## src/rtl/abp_pkg.sv

```systemverilog
// abp_pkg: shared types and helpers for the alternating bit protocol blocks.
package abp_pkg;
   typedef enum logic [1:0] {IDLE, SEND, WAIT_ACK, FAIL} abp_tx_state_t;
   localparam int ABP_RETRY_W = 4;
   function automatic logic abp_toggle(input logic b);
      return ~b;
   endfunction
endpackage

```

## src/rtl/abp_ack_timer.sv

```systemverilog
// abp_ack_timer: loadable saturating down-counter that flags expiry at zero.
module abp_ack_timer #(
   parameter int TIMEOUT_CYCLES = 64
) (
   input  logic clk_i,
   input  logic rst_i,
   input  logic load_i,
   output logic expired_o
);
   localparam int W = $clog2(TIMEOUT_CYCLES);
   logic [W-1:0] cnt_q;
   always_ff @(posedge clk_i) begin
      if (rst_i) cnt_q <= '0;
      else if (load_i) cnt_q <= W'(TIMEOUT_CYCLES - 1);
      else if (cnt_q != '0) cnt_q <= cnt_q - 1'b1;
   end
   assign expired_o = cnt_q == '0;
endmodule

```

## src/rtl/abp_sender_ctrl.sv

```systemverilog
// abp_sender_ctrl: alternating bit protocol sender; holds each beat until acked,
// retransmits on timeout and raises a sticky link error after MAX_RETRIES.
module abp_sender_ctrl
   import abp_pkg::*;
#(
   parameter int DATA_WIDTH     = 8,
   parameter int TIMEOUT_CYCLES = 64,
   parameter int MAX_RETRIES    = 3
) (
   input  logic                   aclk,
   input  logic                   areset,
   input  logic                   s_axis_tvalid,
   input  logic [DATA_WIDTH-1:0]  s_axis_tdata,
   input  logic                   s_axis_tlast,
   output logic                   s_axis_tready,
   output logic                   m_axis_tvalid,
   output logic [DATA_WIDTH-1:0]  m_axis_tdata,
   output logic                   m_axis_tlast,
   output logic                   m_axis_tuser,
   input  logic                   m_axis_tready,
   input  logic                   s_ack_tvalid,
   input  logic                   s_ack_tdata,
   output logic                   s_ack_tready,
   input  logic                   clear_err,
   output logic                   seq_bit,
   output logic [ABP_RETRY_W-1:0] retry_count,
   output logic                   link_err
);
   abp_tx_state_t         state_q;
   logic [DATA_WIDTH-1:0] data_q;
   logic                  last_q, user_q, seq_q, err_q;
   logic [ABP_RETRY_W-1:0] retry_q;
   logic                  load, expired, ack_match;

   assign load      = state_q == SEND && m_axis_tready;
   assign ack_match = s_ack_tvalid && s_ack_tdata == seq_q;

   abp_ack_timer #(.TIMEOUT_CYCLES(TIMEOUT_CYCLES)) u_timer (
      .clk_i     (aclk),
      .rst_i     (areset),
      .load_i    (load),
      .expired_o (expired)
   );

   always_ff @(posedge aclk) begin
      if (areset) begin
         state_q <= IDLE;
         data_q  <= '0;
         last_q  <= 1'b0;
         user_q  <= 1'b0;
         seq_q   <= 1'b0;
         err_q   <= 1'b0;
         retry_q <= '0;
      end else begin
         case (state_q)
            IDLE: if (s_axis_tvalid) begin
               data_q  <= s_axis_tdata;
               last_q  <= s_axis_tlast;
               user_q  <= seq_q;
               state_q <= SEND;
            end
            SEND: if (m_axis_tready) state_q <= WAIT_ACK;
            WAIT_ACK: if (ack_match) begin
               seq_q   <= abp_toggle(seq_q);
               retry_q <= '0;
               state_q <= IDLE;
            end else if (expired) begin
               // retry budget exhausted: park in FAIL until software clears it
               if (retry_q == ABP_RETRY_W'(MAX_RETRIES)) begin
                  err_q   <= 1'b1;
                  state_q <= FAIL;
               end else begin
                  retry_q <= retry_q + 1'b1;
                  state_q <= SEND;
               end
            end
            FAIL: if (clear_err) begin
               err_q   <= 1'b0;
               retry_q <= '0;
               state_q <= IDLE;
            end
         endcase
      end
   end

   assign s_axis_tready = state_q == IDLE;
   assign m_axis_tvalid = state_q == SEND;
   assign m_axis_tdata  = data_q;
   assign m_axis_tlast  = last_q;
   assign m_axis_tuser  = user_q;
   assign s_ack_tready  = 1'b1;
   assign seq_bit       = seq_q;
   assign retry_count   = retry_q;
   assign link_err      = err_q;
endmodule

```

## config.mk

```make
export PLATFORM = sky130hd
export DESIGN_NAME = abp_sender_ctrl
export DESIGN_NICKNAME = d
export VERILOG_FILES = /design/src/rtl/abp_pkg.sv /design/src/rtl/abp_ack_timer.sv /design/src/rtl/abp_sender_ctrl.sv
export SDC_FILE = /design/constraint.sdc
export NUM_CORES = 1
export LEC_CHECK = 0
export ABC_AREA = 1
export CAP_MARGIN = 20
export CORE_MARGIN = 1.5
export CORE_UTILIZATION = 49
export CTS_BUF_LIST = sky130_fd_sc_hd__clkbuf_4
export DETAILED_ROUTE_END_ITERATION = 10
export GPL_TIMING_DRIVEN = 0
export PLACE_DENSITY = 0.79
export SLEW_MARGIN = 25
export SYNTH_ARGS = -nofsm -noshare
export SYNTH_HDL_FRONTEND = slang
export SYNTH_SLANG_ARGS = --single-unit
```

## constraint.sdc

```tcl
create_clock -name aclk -period 1.4 [get_ports aclk]
set_input_delay 0.21 -clock aclk [delete_from_list [all_inputs] [get_ports aclk]]
set_output_delay 0.21 -clock aclk [all_outputs]
set_load 0.05 [all_outputs]
```

Word level (Yosys, flattened, before mapping)
Cells that the tools add are included.
Word-level totals
  word-level logic and storage cells: 55
  output and inout bits: 19
  flip-flop bits (word level): 24
  bits of input ports: 16
Operators by class
  equality and inequality tests: 13
  muxes and demuxes: 19
  bitwise logic cells: 1
  add/sub/neg operators: 2
  reductions and logical operators: 12
Operator list (number)
  2-to-1 mux 4 bit: 4
  2-to-1 mux 2 bit: 6
  2-to-1 mux 6 bit: 2
  inequality test 2 bit, second input constant: 5
  case mux 2 bit (4 select lines): 1
  case mux 4 bit (2 select lines): 1
  AND reduction 4 bit: 2
  logical NOT 6 bit: 1
  inequality test 3 bit, second input constant: 2
  nonzero test 6 bit: 1
  subtractor 6 x 1 -> 6 bit, second input constant: 1
  AND reduction 5 bit: 1
  adder 4 x 1 -> 4 bit, second input constant: 1
  == test 2 bit, second input constant: 2
  == test 4 x 2 -> 1 bit, second input constant: 1
  2-to-1 mux 1 bit: 4
  AND reduction 2 bit: 2
  nonzero test 2 bit: 2
  == test 2 x 1 -> 1 bit, second input constant: 1
  logical AND 1 bit: 2
  logical NOT 2 bit: 1
  inequality test 2 x 1 -> 1 bit, second input constant: 1
  case mux 1 bit (2 select lines): 1
  == test 1 bit: 1
  inverter 1 bit: 1

Depth between registers and ports, before layout
Gate-level depths: netlist of run 1.
  depth in word-level cells: 5
  mapped depth: 9
  mapped depth without buffers: 9

Modules after synthesis
Synthesis of run 1 repeated with hierarchy kept, for this count alone.
Second synthesis, totals
  cells, all modules: 183
  area total of the unflattened synthesis: 1267.5 um^2
Modules (own cells, without submodules)
  abp_sender_ctrl: area each 894.6 um^2, times used 1, sequential area each 360.3 um^2, cells an instance 129
  abp_ack_timer: area each 372.9 um^2, times used 1, sequential area each 120.1 um^2, cells an instance 54

Least setup slack after synthesis of run 1
No wires, ideal clock.
  path kind: register to register
  from: register retry_q[1], in the netlist retry_count[1]
  to: register retry_q[2], in the netlist retry_count[2]
  library setup time: 0.066 ns
  arrival time: 1.518 ns
  data required time: 1.334 ns
  slack: -0.184 ns
  buffers on the path: 0
  period minus slack after synthesis: 1.584 ns
  cell stages (with the launch flop): 8
  cell sequence: dfxtp_1 > ha_1 > nand2_1 > nor2_1 > nand3_2 > nand3_4 > nand2_2 > a21oi_2
On the way
  cells in the longest elaborated chain, start to end: 5
  elaborated cells between the ends (all ways): 8
  classes of those cells: 1 x add/sub; 2 x eq/ne; 4 x mux; 1 x reduce/logical
RTL lines
  start: declaration: RTL line abp_sender_ctrl.sv:32  | logic [ABP_RETRY_W-1:0] retry_q;
  start signal: assignment: RTL line abp_sender_ctrl.sv:73  | retry_q <= retry_q + 1'b1;
  adder 4 x 1 -> 4 bit: RTL line abp_sender_ctrl.sv:73
  2-to-1 mux 4 bit: RTL line abp_sender_ctrl.sv:69  | if (retry_q == ABP_RETRY_W'(MAX_RETRIES)) begin
  2-to-1 mux 4 bit: RTL line abp_sender_ctrl.sv:67  | end else if (expired) begin
  2-to-1 mux 4 bit: RTL line abp_sender_ctrl.sv:63  | WAIT_ACK: if (ack_match) begin
  case mux 4 bit (2 select lines): RTL line abp_sender_ctrl.sv:55  | case (state_q)
Parallel ways exist; a longest one is shown, timed or not. The select of a mux whose other input is x is not followed.
A chain may end at the register's enable or synchronous reset.

Final worst setup path of run 1
  from: register state_q[0]
  to: output port m_axis_tvalid
On the way
  cells in the longest elaborated chain, start to end: 1
RTL lines
  start: declaration: RTL line abp_sender_ctrl.sv:29  | abp_tx_state_t state_q;
  start signal: assignment: RTL line abp_sender_ctrl.sv:47  | state_q <= IDLE;
  start signal: assignment: RTL line abp_sender_ctrl.sv:60  | state_q <= SEND;
  start signal: assignment: RTL line abp_sender_ctrl.sv:62  | SEND: if (m_axis_tready) state_q <= WAIT_ACK;
  == test 2 x 1 -> 1 bit: RTL line abp_sender_ctrl.sv:87  | assign m_axis_tvalid = state_q == SEND;
  end: declaration: RTL line abp_sender_ctrl.sv:16  | output logic m_axis_tvalid,
No other way between the ends.

==> results of run 1 <==
## through the flow
stage	setup TNS (ps)	instances	setup slack (ps)	area (sq um)	utilization, %
2_1_floorplan	0	167	13.9	1270	-
3_3_place_gp	-1950	230	-289	1640	66.9
3_5_place_dp	-2620	230	-333	1640	66.9
4_1_cts	0	234	0.687	1700	69.4
5_1_grt	-11.4	236	-4.99	1710	69.5
6_report	0	236	51.0	1710	69.5
## worst max-delay path, stage by stage (launching register included)
cell and delay, ps:
dfxtp_2 450, nand2_2 100, inv_2 100, buf_6 160
## logic make-up after synthesis
kind of cell | Yosys count | share of synthesized area [%]
adders and majority gates | 3 | 2.96
and+or+nand+nor | 82 | 34.4
xor gates and xnor gates | 3 | 2.08
AOI/OAI and AO/OA | 29 | 13.5
buffers and inverters | 25 | 8.79
other | 1 | 0.296
DFF | 24 | 37.9
## flip-flops by register name (all words and copies together), names as in the netlist
name	count
link_err	1
retry_count	4
m_axis_tdata	8
seq_bit	1
m_axis_tuser	1
m_axis_tlast	1
u_timer.cnt_q	6
state_q	2
## power breakdown
group / internal (mW) / leakage (nW) / switching [mW]
logic: 0.781 / 0.534 / 1.50
registers: 0.923 / 0.200 / 0.215
clock network: 0.290 / 0.0279 / 0.209
## area by class of cell
cell class | count | area [sq um]
Fill cell | 210 | 749
Multi-Input combinational cell | 118 | 701
Sequential cell | 24 | 489
Timing Repair Buffer | 35 | 312
Inverter | 22 | 87.6
Tap cell | 30 | 37.5
Clock inverter | 1 | 30.0
Buffer | 3 | 26.3
Clock buffer | 3 | 22.5
## layer usage
layer	part of all wire (%)	global-route usage, %	vias up
met5	0	0	-
met4	0.97	9.83	0
met3	2.3	3.06	4
met2	51	41.1	17
met1	45	23.6	531
li1	-	-	608
## layout by cell type, fill, tap and decap left out, types with 7 or more instances in the layout
master / count
clkbuf_2: 7
dfxtp_2: 7
nand2_1: 22
inv_1: 15
o21ai_0: 14
nor2_1: 30
clkdlybuf4s15_2: 8
clkdlybuf4s50_1: 15
dfxtp_1: 17
## timing repair
item	4_1_cts	5_1_grt
setup endpoints to repair	20	16
pin swaps	0	2
gates resized for setup	58	16
setup buffers	0	2
## how the worst max path moves through the flow
stage | start | endpoint | slack (ps)
final | state_q[0] | m_axis_tvalid | 50
after floorplan | retry_count[1] | retry_count[2] | 10
after CTS | m_axis_tdata[5] | m_axis_tdata[5] | 0.7
after global placement | state_q[0] | m_axis_tvalid | -290
after detailed placement | state_q[0] | m_axis_tvalid | -330
after global routing | u_timer.cnt_q[0] | retry_count[3] | -5
==> results.cfg, run 1 <==
[power_and_ir_drop]
finalPower_mw = 3.92
leakage_nw = 0.762
p_per_area_nw_per_um2 = 2300
vdd_drop_max_mv = 1.87

[critical_path]
timing.rr.start = u_timer.cnt_q[0]
worst-r2r-cell-count = 7
cp-start-kind = flip-flop
r2r_slack_ps = 110
critical_path_class = reg -> out
cp.required_ps = 1190
regToRegEndpoint = retry_count[1]
cp.arrival_ps = 1140
cp-end-kind = primary output
crit_fanout = 6

[clock_network]
numClockSinks = 24
clk_latency_ps = 320
cts_tree = built
cts-root-buf = clkbuf_4
cts_buffer_depth = 2
cts_buffers = 3
clk_pin_slew_ps = 130
postCtsHoldBufs = 0
htree_num_levels = 1

[min_path]
min_path_cells = 1
hp-class = reg -> reg
min_to = seq_bit
min-delay-start = seq_bit

[floorplan]
initial_core_util_pct = 51.6
die_y_um = 53.8
dieWidth_um = 53.8
core_area_sq_um = 2450
design.portCount = 35
rows = 18
dieArea_sq_um = 2900

[grt]
grt_overflow = 0
grt_use_total_pct = 21.8
grt_pass1_vias = 1159
grt_first_pass_wirelength_um = 4620
grt_max_degree = 15
antenna_found_initial = 0

[synthesis]
yosysWarnings = 0
yosysTopAreaCell = dfxtp_1
ys_ff_latch = 24
netlist_area_sq_um = 1270
synth_nets = 186
netlist.area_leader.share_pct = 37.9
synth_area_leaders = dfxtp_1 (38%), nor2_1 (9.2%), nand2_1 (6.5%)
synth_edf_count = 0
synth_cell_types = 30
async_flop_share_pct = 0
synth-main-ff-cell = dfxtp_1
synthTopCellsByCount = nor2_1 (31), dfxtp_1 (24), nand2_1 (22)
synth_cells = 167
ys_seq_area_share_pct = 37.9
yosysMostFrequentCell = nor2_1
avgSynthCellArea_sq_um = 7.58

[sta]
fin_crit_sh_pct = 96.4
finalCriticalPeriod_ps = 1350
finClkSkew_ps = 8.56
hold_ws_ps = 485
fmax_mhz = 741
setup-violations-final = 0
slew_violations = 0
finalHoldViolations = 0

[final_layout]
fin_nets = 226
area_growth_pct = 34.7
diodes = 0
final_layout_size_suffix_gt1_share_pct = 33.5

[placement]
routabilityCongestion = 0.774
hpwl_um = 2130
port_buffers = 33

[drt]
drc = 0
drt_pass1_iterations = 6
drtAntennaViolNets = 0
drt_iter0_drc = 27
wl_um = 2790
num_vias = 1160
wl_per_cell_um = 11.8
viasPerCell = 4.92

[run]
drv_cap = 0

[outcome]
status = finished clean
Note: power is estimated with default switching activity, not from simulation.
==> run 2, diff against run 1 <==
==> constraint.sdc (replaced) <==
create_clock -name aclk -period 1.4 [get_ports aclk]
set_input_delay 0.28 -clock aclk [delete_from_list [all_inputs] [get_ports aclk]]
set_output_delay 0.28 -clock aclk [all_outputs]
set_load 0.05 [all_outputs]
==> results.cfg, run 2 (synthesized netlist as in run 1, its figures left out) <==
[outcome]
status = finished clean

[drt]
m1WireLength_um = 1260
viasPerCell = 4.90
dr_wl_met3_um = 73
wl_per_cell_um = 11.9
top_layer = met4
num_vias = 1157
drt_iter0_drc = 18
drc = 0
wl_met2_um = 1440
wl_um = 2810
drtAntennaViolNets = 0
drt_pass1_iterations = 4

[clock_network]
cts_tree = built
cts_buffer_depth = 2
clk_latency_ps = 320
cts_buffers = 3
cts-root-buf = clkbuf_4
numClockSinks = 24
clk_pin_slew_ps = 120
htree_num_levels = 1

[critical_path]
critPathLaunch = seq_bit
critical_path_class = reg -> out
endpoint = seq_bit
critPathTopFamily = flip-flops
cp-end-kind = primary output
critPathMaxStageDelay_ps = 390
crit_fanout = 5
critPathSlowestCell = dfxtp_2
regToRegEndpoint = retry_count[1]
r2r_slack_ps = 80
timing.rr.start = u_timer.cnt_q[0]
crit_cells = 1
cp.required_ps = 1120
worst-r2r-cell-count = 7
cp-start-kind = flip-flop
crit_path_cell_trace = clkdlybuf4s15_2
cp.arrival_ps = 1080
path_buf_inv = 1

[placement]
port_buffers = 33
hpwl_um = 2130
preCtsSetupSlack_ps = -403
dp.cells = 230
placed_cell_area_sq_um = 1640
routabilityCongestion = 0.774

[final_layout]
largest_reg_flops = 8
fin_nets = 226
final_common_cell = nor2_1
diodes = 0
final_layout_size_suffix_gt1_share_pct = 33.5
area_growth_pct = 39.5
final_area_sq_um = 1770
final_cells = 236
final_cell_mix = nor2_1 (30), nand2_1 (22), dfxtp_1 (17)
final_util_pct = 72.0

[floorplan]
rows = 18
dieWidth_um = 53.8
die_y_um = 53.8
initial_core_util_pct = 51.6
dieArea_sq_um = 2900
core_area_sq_um = 2450
design.portCount = 35

[power_and_ir_drop]
vdd_drop_max_mv = 1.89
p_per_area_nw_per_um2 = 2280
leakage_nw = 0.766

[sta]
fmax_mhz = 734
hold_ws_ps = 487
setup-violations-final = 0
finalHoldViolations = 0
setup_ws_ps = 37.5
finClkSkew_ps = 11.5
finalCriticalPeriod_ps = 1360
slew_violations = 0
fin_crit_sh_pct = 97.3

[run]
drv_cap = 0

[grt]
grt_max_degree = 15
grt_overflow = 0
grt_first_pass_wirelength_um = 4650
grt_use_total_pct = 21.9
antenna_found_initial = 0
grt_pass1_vias = 1167

[min_path]
hp-class = reg -> reg
run 2: changes by cell type in the layout (fill, tap and decap cells not counted):
cell / change
nand2_2: -1
buf_6: -1
inv_6: +1
inv_2: -1
buf_2: -1
nand2_4: +1
dfxtp_2: -2
buf_4: +1
dfxtp_4: +2
clkbuf_4: +1
buf_8: +1
clkdlybuf4s15_2: +6
clkbuf_2: -7
run 2: how the worst min path moves through the flow:
stage,startpoint,end,depth (start not counted)
floorplan,areset,retry_count[2],1
global placement,seq_bit,seq_bit,1
detailed placement,seq_bit,seq_bit,1
CTS,seq_bit,seq_bit,1
global route,seq_bit,seq_bit,1
finish,seq_bit,seq_bit,1
run 2: per-stage QoR:
stage / TNS (ps) / power (mW)
after floorplan: 0 / 2.80
after global placement: -3580 / 3.30
after detailed placement: -4340 / 3.39
after CTS: -33.0 / 3.91
after global routing: -12.3 / 4.32
final: 0 / 4.03
run 2: cell type report:
type | instances | area (sq um)
plain buffers | 3 | 26.3
clock buffers | 3 | 22.5
clock inverters | 1 | 30.0
fillers | 199 | 688
inverters | 22 | 92.6
multi-input cells | 118 | 706
flip-flops and latches | 24 | 494
well taps | 30 | 37.5
repair buffers | 35 | 358
run 2: power breakdown:
part	switching [mW]	total [mW]	internal, mW
registers	0.225	1.16	0.934
clock network	0.210	0.500	0.290
logic	1.52	2.37	0.848
total	1.95	4.03	2.07
run 2: routing by layer:
layer  up-vias  track usage [%]
li1        608                -
met1       526             23.6
met2        18             41.5
met3         5             3.06
met4         0             9.83
met5         -                0
run 2: timing repair:
item                       4_1_cts  5_1_grt
buffers inserted                 0        2
setup endpoints to repair       20       12
hold buffers                     0        0
resized for setup               68       16
pin swaps                        0        2
==> run 3, diff against run 2 <==
--- a/config.mk
+++ b/config.mk
@@ -8,11 +8,11 @@
 export ABC_AREA = 1
 export CAP_MARGIN = 20
 export CORE_MARGIN = 1.5
-export CORE_UTILIZATION = 49
+export CORE_UTILIZATION = 53
 export CTS_BUF_LIST = sky130_fd_sc_hd__clkbuf_4
 export DETAILED_ROUTE_END_ITERATION = 10
 export GPL_TIMING_DRIVEN = 0
-export PLACE_DENSITY = 0.79
+export PLACE_DENSITY = 0.85
 export SLEW_MARGIN = 25
 export SYNTH_ARGS = -nofsm -noshare
 export SYNTH_HDL_FRONTEND = slang
==> constraint.sdc (replaced) <==
create_clock -name aclk -period 1.7 [get_ports aclk]
set_input_delay 0.34 -clock aclk [delete_from_list [all_inputs] [get_ports aclk]]
set_output_delay 0.34 -clock aclk [all_outputs]
set_load 0.05 [all_outputs]
==> results.cfg, run 3 (synthesized netlist as in run 1, its figures left out) <==
[sta]
setup_ws_ps = 95.0
finClkSkew_ps = 2.19
fmax_mhz = 623
fin_crit_sh_pct = 94.4
slew_violations = 0
finalCriticalPeriod_ps = 1610
hold_ws_ps = 493
setup-violations-final = 0
fin_setup_tns_ps = 0
finalHoldViolations = 0
rsz0062_at_grt = false

[grt]
grt_overflow = 0
grt_use_total_pct = 22.8
antenna_found_initial = 0
grt_pass1_vias = 1128
grt_first_pass_wirelength_um = 4630
grt_max_degree = 13

[final_layout]
final_common_cell = nor2_1
final_util_pct = 72.9
final_layout_size_suffix_gt1_share_pct = 19.2
final_cell_mix = nor2_1 (31), dfxtp_1 (23), nand2_1 (22)
area_growth_pct = 28.6
final_area_sq_um = 1630
largest_reg_flops = 8
diodes = 0
fin_nets = 224
final_cells = 231

[floorplan]
die_y_um = 51.9
core_area_sq_um = 2230
initial_core_util_pct = 56.7
dieArea_sq_um = 2690
dieWidth_um = 51.9
rows = 17
design.portCount = 35

[drt]
drt_iter0_drc = 19
drc = 0
viasPerCell = 5.02
drtAntennaViolNets = 0
wl_um = 2660
num_vias = 1160
drt_pass1_iterations = 5
wl_per_cell_um = 11.5

[outcome]
status = finished clean

[clock_network]
htree_num_levels = 1
cts_tree = built
clk_latency_ps = 310
postCtsHoldBufs = 0
clk_pin_slew_ps = 120
cts_buffer_depth = 2
cts_buffers = 3
cts-root-buf = clkbuf_4
numClockSinks = 24

[critical_path]
critPathMaxStageDelay_ps = 550
path_buf_inv = 1
cp.required_ps = 1360
cp-end-kind = primary output
critPathSlowestCell = dlygate4sd2_1
cp.arrival_ps = 1270
critPathTopFamily = buffers and inverters
crit_path_cell_trace = dlygate4sd2_1
critical_path_class = reg -> out
crit_fanout = 5
cp-start-kind = flip-flop

[placement]
port_buffers = 33
hpwl_um = 2140
dp.cells = 228
routabilityCongestion = 0.841
placed_cell_area_sq_um = 1630
preCtsSetupSlack_ps = -98.4

[min_path]
hp-class = reg -> reg

[power_and_ir_drop]
finalPower_mw = 2.91
p_per_area_nw_per_um2 = 1790
vdd_drop_max_mv = 1.08
leakage_nw = 0.783

[run]
drv_cap = 0
run 3: changes by cell type in the layout (fill, tap and decap cells not counted), sizes merged:
cell | previous run | this run
clkdlybuf4s15 | 14 | 1
buf | 8 | 4
dlygate4sd2 | 0 | 15
bufinv | 1 | 0
run 3: report_power, final:
part           switching (mW)  internal [mW]
sequential              0.156          0.747
clock                   0.157         0.0829
combinational            1.20          0.571
total                    1.51           1.40
run 3: tightest hold or removal path: stages, from the launching register on:
cell and delay, ps:
dfxtp_1 340, nor2_1 40, nor2_1 80
run 3: layout make-up:
type                            count  area [sq um]
Buffer                              3          26.3
Inverter                           22          85.1
Timing Repair Buffer               33           303
Multi-Input combinational cell    118           674
Sequential cell                    24           482
Clock buffer                        3          22.5
Tap cell                           28          35.0
Fill cell                         192           606
run 3: per-layer routing:
layer  vias to the layer above  GRT usage [%]  routed length [um]
met4                         0           6.58                  27
met5                         -              0                   0
li1                        605              -                   -
met3                         2           2.59                  76
met1                       537           25.0                1100
met2                        16           44.9                1450
run 3: what timing repair did:
action,CTS,global route
resized for setup,23,4
pin swaps,0,0
endpoints found under the setup margin,18,2
gates cloned,0,0
setup buffers,0,0
run 3: path summary, 6_finish.rpt:
check | from | end | slack [ps] | depth (start not counted)
worst max-delay path | seq_bit | seq_bit | 90 | 1
worst min-delay path | m_axis_tdata[3] | m_axis_tdata[3] | 490 | 2
worst max register to register | u_timer.cnt_q[0] | state_q[0] | 280 | 8
worst min register to register | m_axis_tdata[3] | m_axis_tdata[3] | 490 | 2
